`src/rtl/clock_pkg.sv`:
```
// Shared types and constants for the clock block's Bluetooth time-set command parser.
package clock_pkg;

    typedef enum logic [1:0] {
        IDLE,
        DIGITS,
        TERM
    } parser_state_t;

    localparam logic [7:0] ASCII_T  = 8'h54;
    localparam logic [7:0] ASCII_CR = 8'h0D;
    localparam logic [7:0] ASCII_LF = 8'h0A;
    localparam logic [7:0] ASCII_0  = 8'h30;

    localparam int unsigned IDX_U_SEG   = 0;
    localparam int unsigned IDX_D_SEG   = 1;
    localparam int unsigned IDX_U_MIN   = 2;
    localparam int unsigned IDX_D_MIN   = 3;
    localparam int unsigned IDX_U_HOURS = 4;
    localparam int unsigned IDX_D_HOURS = 5;

    function automatic logic is_digit(input logic [7:0] b);
        return (b >= ASCII_0) && (b <= 8'h39);
    endfunction

endpackage

```
`src/rtl/bt_time_cmd_parser.sv`:
```
// Parses "T" + HHMMSS + CR/LF from the UART byte stream into BCD time digits,
// with a one-cycle load strobe on a valid frame and frame_err on any rejected one.
module bt_time_cmd_parser
    import clock_pkg::*;
#(
    parameter int unsigned TIMEOUT_CYCLES = 100_000_000
) (
    input  logic            clk,
    input  logic            srst,
    input  logic [7:0]      rx_data,
    input  logic            rx_valid,
    output logic [5:0][7:0] time_h_m_s,
    output logic            load,
    output logic            frame_err,
    output logic            busy
);

    localparam int unsigned CW = (TIMEOUT_CYCLES > 1) ? $clog2(TIMEOUT_CYCLES) : 1;
    localparam logic [CW-1:0] CNT_LAST = CW'(TIMEOUT_CYCLES - 1);

    parser_state_t   state_q, state_d;
    logic [2:0]      k_q, k_d;
    logic [5:0][3:0] shadow_q, shadow_d;
    logic [CW-1:0]   cnt_q, cnt_d;
    logic [5:0][7:0] time_q, time_d;
    logic            load_q, load_d;
    logic            err_q, err_d;
    logic            busy_q;
    logic            range_ok;

    always_comb begin
        range_ok = (shadow_q[IDX_D_HOURS] <= 4'd2)
                && ((shadow_q[IDX_D_HOURS] < 4'd2) || (shadow_q[IDX_U_HOURS] <= 4'd3))
                && (shadow_q[IDX_D_MIN] <= 4'd5)
                && (shadow_q[IDX_D_SEG] <= 4'd5);
    end

    always_comb begin
        state_d  = state_q;
        k_d      = k_q;
        shadow_d = shadow_q;
        cnt_d    = '0;
        time_d   = time_q;
        load_d   = 1'b0;
        err_d    = 1'b0;

        if (rx_valid) begin
            unique case (state_q)
                IDLE: begin
                    if (rx_data == ASCII_T) begin
                        state_d = DIGITS;
                        k_d     = '0;
                    end
                end
                DIGITS: begin
                    if (is_digit(rx_data)) begin
                        // ASCII digits carry their value in the low nibble
                        shadow_d[3'd5 - k_q] = rx_data[3:0];
                        if (k_q == 3'd5) begin
                            state_d = TERM;
                            k_d     = '0;
                        end else begin
                            k_d = k_q + 3'd1;
                        end
                    end else if (rx_data == ASCII_T) begin
                        err_d = 1'b1;
                        k_d   = '0;
                    end else begin
                        err_d   = 1'b1;
                        state_d = IDLE;
                        k_d     = '0;
                    end
                end
                TERM: begin
                    state_d = IDLE;
                    if ((rx_data == ASCII_CR) || (rx_data == ASCII_LF)) begin
                        if (range_ok) begin
                            load_d = 1'b1;
                            for (int unsigned i = 0; i < 6; i++) begin
                                time_d[i] = {4'b0000, shadow_q[i]};
                            end
                        end else begin
                            err_d = 1'b1;
                        end
                    end else begin
                        err_d = 1'b1;
                    end
                end
                default: state_d = IDLE;
            endcase
        end else if (state_q != IDLE) begin
            // A byte in the expiry cycle takes the branch above, so it wins over the timeout
            if (cnt_q == CNT_LAST) begin
                err_d   = 1'b1;
                state_d = IDLE;
                k_d     = '0;
            end else begin
                cnt_d = cnt_q + CW'(1);
            end
        end
    end

    always_ff @(posedge clk) begin
        if (srst) begin
            state_q  <= IDLE;
            k_q      <= '0;
            shadow_q <= '0;
            cnt_q    <= '0;
            time_q   <= '0;
            load_q   <= 1'b0;
            err_q    <= 1'b0;
            busy_q   <= 1'b0;
        end else begin
            state_q  <= state_d;
            k_q      <= k_d;
            shadow_q <= shadow_d;
            cnt_q    <= cnt_d;
            time_q   <= time_d;
            load_q   <= load_d;
            err_q    <= err_d;
            busy_q   <= (state_d != IDLE);
        end
    end

    assign time_h_m_s = time_q;
    assign load       = load_q;
    assign frame_err  = err_q;
    assign busy       = busy_q;

endmodule

```
`config.mk`:
```
export PLATFORM = sky130hd
export DESIGN_NAME = bt_time_cmd_parser
export DESIGN_NICKNAME = d
export VERILOG_FILES = /design/src/rtl/clock_pkg.sv /design/src/rtl/bt_time_cmd_parser.sv
export SDC_FILE = /design/constraint.sdc
export NUM_CORES = 1
export LEC_CHECK = 0
export CELL_PAD_IN_SITES_DETAIL_PLACEMENT = 2
export CELL_PAD_IN_SITES_GLOBAL_PLACEMENT = 2
export CORE_MARGIN = 8
export CORE_UTILIZATION = 32
export CTS_CLUSTER_DIAMETER = 200
export DETAILED_ROUTE_END_ITERATION = 7
export PLACE_DENSITY = 0.76
export SLEW_MARGIN = 20
export SYNTH_ARGS = -nofsm -noshare
export SYNTH_HDL_FRONTEND = slang
export SYNTH_SLANG_ARGS = --single-unit
```
`constraint.sdc`:
```
create_clock -name clk -period 2.44 [get_ports clk]
set_input_delay 0.366 -clock clk [delete_from_list [all_inputs] [get_ports clk]]
set_output_delay 0.366 -clock clk [all_outputs]
set_load 0.1 [all_outputs]
```
==> qor.yml <==
outcome:
  status: "complete, no violations"
global_route:
  grt_pass1_vias: 3476
  gr-usage-all-layers: 0.146
  grt_overflow: 0
  grt_pass1_wl_mm: 17.3
  antenna_found_initial: 0
  grt_max_degree: 30
die:
  core_area_um2: 11400
  die_area_um2: 15300
  rows: 39
  fp.dieH_um: 124
  io_pins: 62
  start_util: 0.327
  fp.dieW_um: 124
yosys:
  synth_area_um2: 3720
  synth_top_area_frac: 0.446
  ys.flop_type: "dfxtp_1"
  ys_seq_elements: 83
  synth_area_leaders: "dfxtp_1 45%, nand2_1 5.6%, mux2i_1 5.4%"
  synth_most_common_cell: "dfxtp_1"
  synth_edf_count: 0
  ys_async_sr_fraction: 0
  synth_cells: 427
  synth.distinct_cells: 53
  yosysTopAreaCell: "dfxtp_1"
  netlist_top_cells_count: "83 x dfxtp_1, 56 x nand2_1, 49 x nor2_1"
  seq_area_frac_synth: 0.446
  syn_avg_cell_area_um2: 8.72
  ys_warn_count: 0
run:
  max_cap_viol_count: 0
timing:
  fin_crit_sh: 0.926
  drv_slew: 0
  hold_viol_final: 0
  rsz0062_at_grt: "false"
  clock_skew_ps: 9.03
  max_clock_freq_mhz: 442
  worstMarginPinSlew_ps: 591
  min_period_ps: 2260
  hold_slack_ps: 415
  slew_headroom: 0.601
  tns_ps: 0
  setup_violations: 0
power_and_ir_drop:
  pwr-share-comb: 0.083
  netSwitchingPower_uw: 768
  pwr-share-clk: 0.458
  seqPwrFrac: 0.459
  p_per_area_nw_per_um2: 656
  p_leak_uw: 0.00182
  intPower_uw: 2180
  vdd.ir_drop.worst_mv: 0.375
  swShare: 0.260
finish:
  num_antenna_cells: 0
  fin_nets: 492
  layout-area-overhead-vs-synth_pct: 20.8
  drive_above_1_share: 0.156
critical_path:
  end_kind: "flip-flop"
  slowest_stage: "or4_1"
  cp-start-kind: "primary input"
  crit_chain: "clkdlybuf4s50_1 > or4_1 > or3_1 > or3_1 > buf_12 > and3_1"
  crit_path_max_incr_delay_ps: 540
  path_common_cell: "or3_1"
  required_ps: 2670
  critPathMaxFanout: 24
  crit_type: "primary input to flip-flop"
  critPathArrivalTime_ps: 2490
clocking:
  cts_tree: "yes"
  htree_levels: 3
  clk_path_buf_depth: 2
  clk_latency_ps: 350
  cts_setup_buffers: 0
  clockRootBuffer: "clkbuf_16"
  cts.repair.resized: 0
  numCtsBuffers: 9
  clk_pin_slew_ps: 60
  hold_buffers: 0
  cts.sinks: 83
drt:
  drt_iter0_markers: 106
  drt_drc_violations_left: 0
  viasPerCell: 4.98
  postRouteAntennaNets: 0
  vias: 3107
  dr.pass1.iters: 4
  wl_mm: 10.4
  routedWlPerCell_um: 16.7
placed_design:
  numPortBuffers: 37
  gp_congestion: 0.752
  dp_hpwl_mm: 7.75
hold_path:
  hp-class: "primary input to flip-flop"
## cell usage in the layout, fill, tap and decap left out, types with 2 or more instances in the layout
master           synthesis  layout
a21oi_1                 29      29
a22oi_1                  2       2
a31oi_1                  5       5
and2_1                   3       3
and3_1                  10      10
and3b_1                  2       2
and4_1                   6       6
buf_12                   0       2
buf_4                   26      50
clkbuf_1                15       2
clkbuf_16                0       9
clkdlybuf4s50_1          0       9
clkinv_2                 0       3
conb_1                   1      24
dfxtp_1                 83      83
ha_1                     5       5
inv_1                    9       9
mux2i_1                 20      20
nand2_1                 56      56
nand2b_1                 4       4
nand3_1                 16      16
nand4_1                 10      10
nor2_1                  49      49
nor2b_1                  2       2
nor3_1                   3       2
nor4b_1                  2       2
o211ai_1                 2       2
o21ai_0                  5       5
o31ai_1                  2       2
or3_1                    6       6
or4_1                    5       5
xnor2_1                  5       5
xor2_1                  16      16
## cells by family after synthesis
| kind of cell | share of synthesized area |
|---|---|
| simple gates | 0.253 |
| flops | 0.446 |
| buf+inv | 0.0881 |
| compound gates | 0.0918 |
| xor+xnor | 0.0494 |
| mux | 0.0538 |
| fa+ha+maj | 0.0168 |
| other cells | 0.00101 |
## worst max-delay path, delay by kind of cell
kind	cells	cell delay (ps)
simple gates	4	1470
buf+inv	2	640
## power by group through the flow
| stage | sequential [µW] | clock, µW | combinational [µW] |
|---|---|---|---|
| global placement | 1390 | 0 | 242 |
| detailed placement | 1390 | 0 | 243 |
| finish | 1350 | 1350 | 244 |
| floorplan | 1390 | 0 | 221 |
| CTS | 1350 | 1400 | 244 |
| global route | 1350 | 1450 | 253 |
## sequential cells by signal, summed over array words and instances (netlist names)
register / count
cnt_q: 27
shadow_q: 24
time_h_m_s: 24
k_q: 3
state_q: 2
busy: 1
frame_err: 1
load: 1
## area by class of cell
cell class / instances / area (µm²)
inverter: 9 / 33.8
timing repair buffer: 62 / 510
clock inverter: 5 / 53.8
multi-input combinational: 311 / 1820
tap: 143 / 179
sequential: 83 / 1660
fill: 1297 / 6870
clock buffer: 11 / 233
## final timing paths
check	start	endpoint	slack [ps]	cells after the start
hold / removal	srst	state_q[1]$_SDFF_PP0_	420	3
setup / recovery	rx_data[7]	time_h_m_s[11]$_SDFFE_PP0P_	180	6
hold reg to reg	time_h_m_s[18]$_SDFFE_PP0P_	time_h_m_s[18]$_SDFFE_PP0P_	450	2
setup reg to reg	cnt_q[20]$_SDFF_PP0_	cnt_q[19]$_SDFF_PP0_	280	6
## routing by layer
| metal | vias up | global-route usage | part of all wire |
|---|---|---|---|
| met3 | 20 | 0.0331 | 0.037 |
| met2 | 46 | 0.262 | 0.52 |
| met4 | 0 | 0.0783 | 0.026 |
| met1 | 1521 | 0.156 | 0.42 |
| met5 | - | 0 | 0 |
| li1 | 1520 | - | - |
## metrics by stage
stage / cells / power [µW] / cell area (µm²) / worst slack [ps] / util
2_1_floorplan: 450 / 1610 / 3810 / 374 / -
3_3_place_gp: 608 / 1630 / 4210 / -98.2 / 0.370
3_5_place_dp: 608 / 1630 / 4210 / -161 / 0.370
4_1_cts: 624 / 3000 / 4500 / 195 / 0.395
5_1_grt: 624 / 3050 / 4500 / 62.2 / 0.395
6_report: 624 / 2950 / 4500 / 180 / 0.395
No activity file was read; power rests on OpenSTA's default activity.
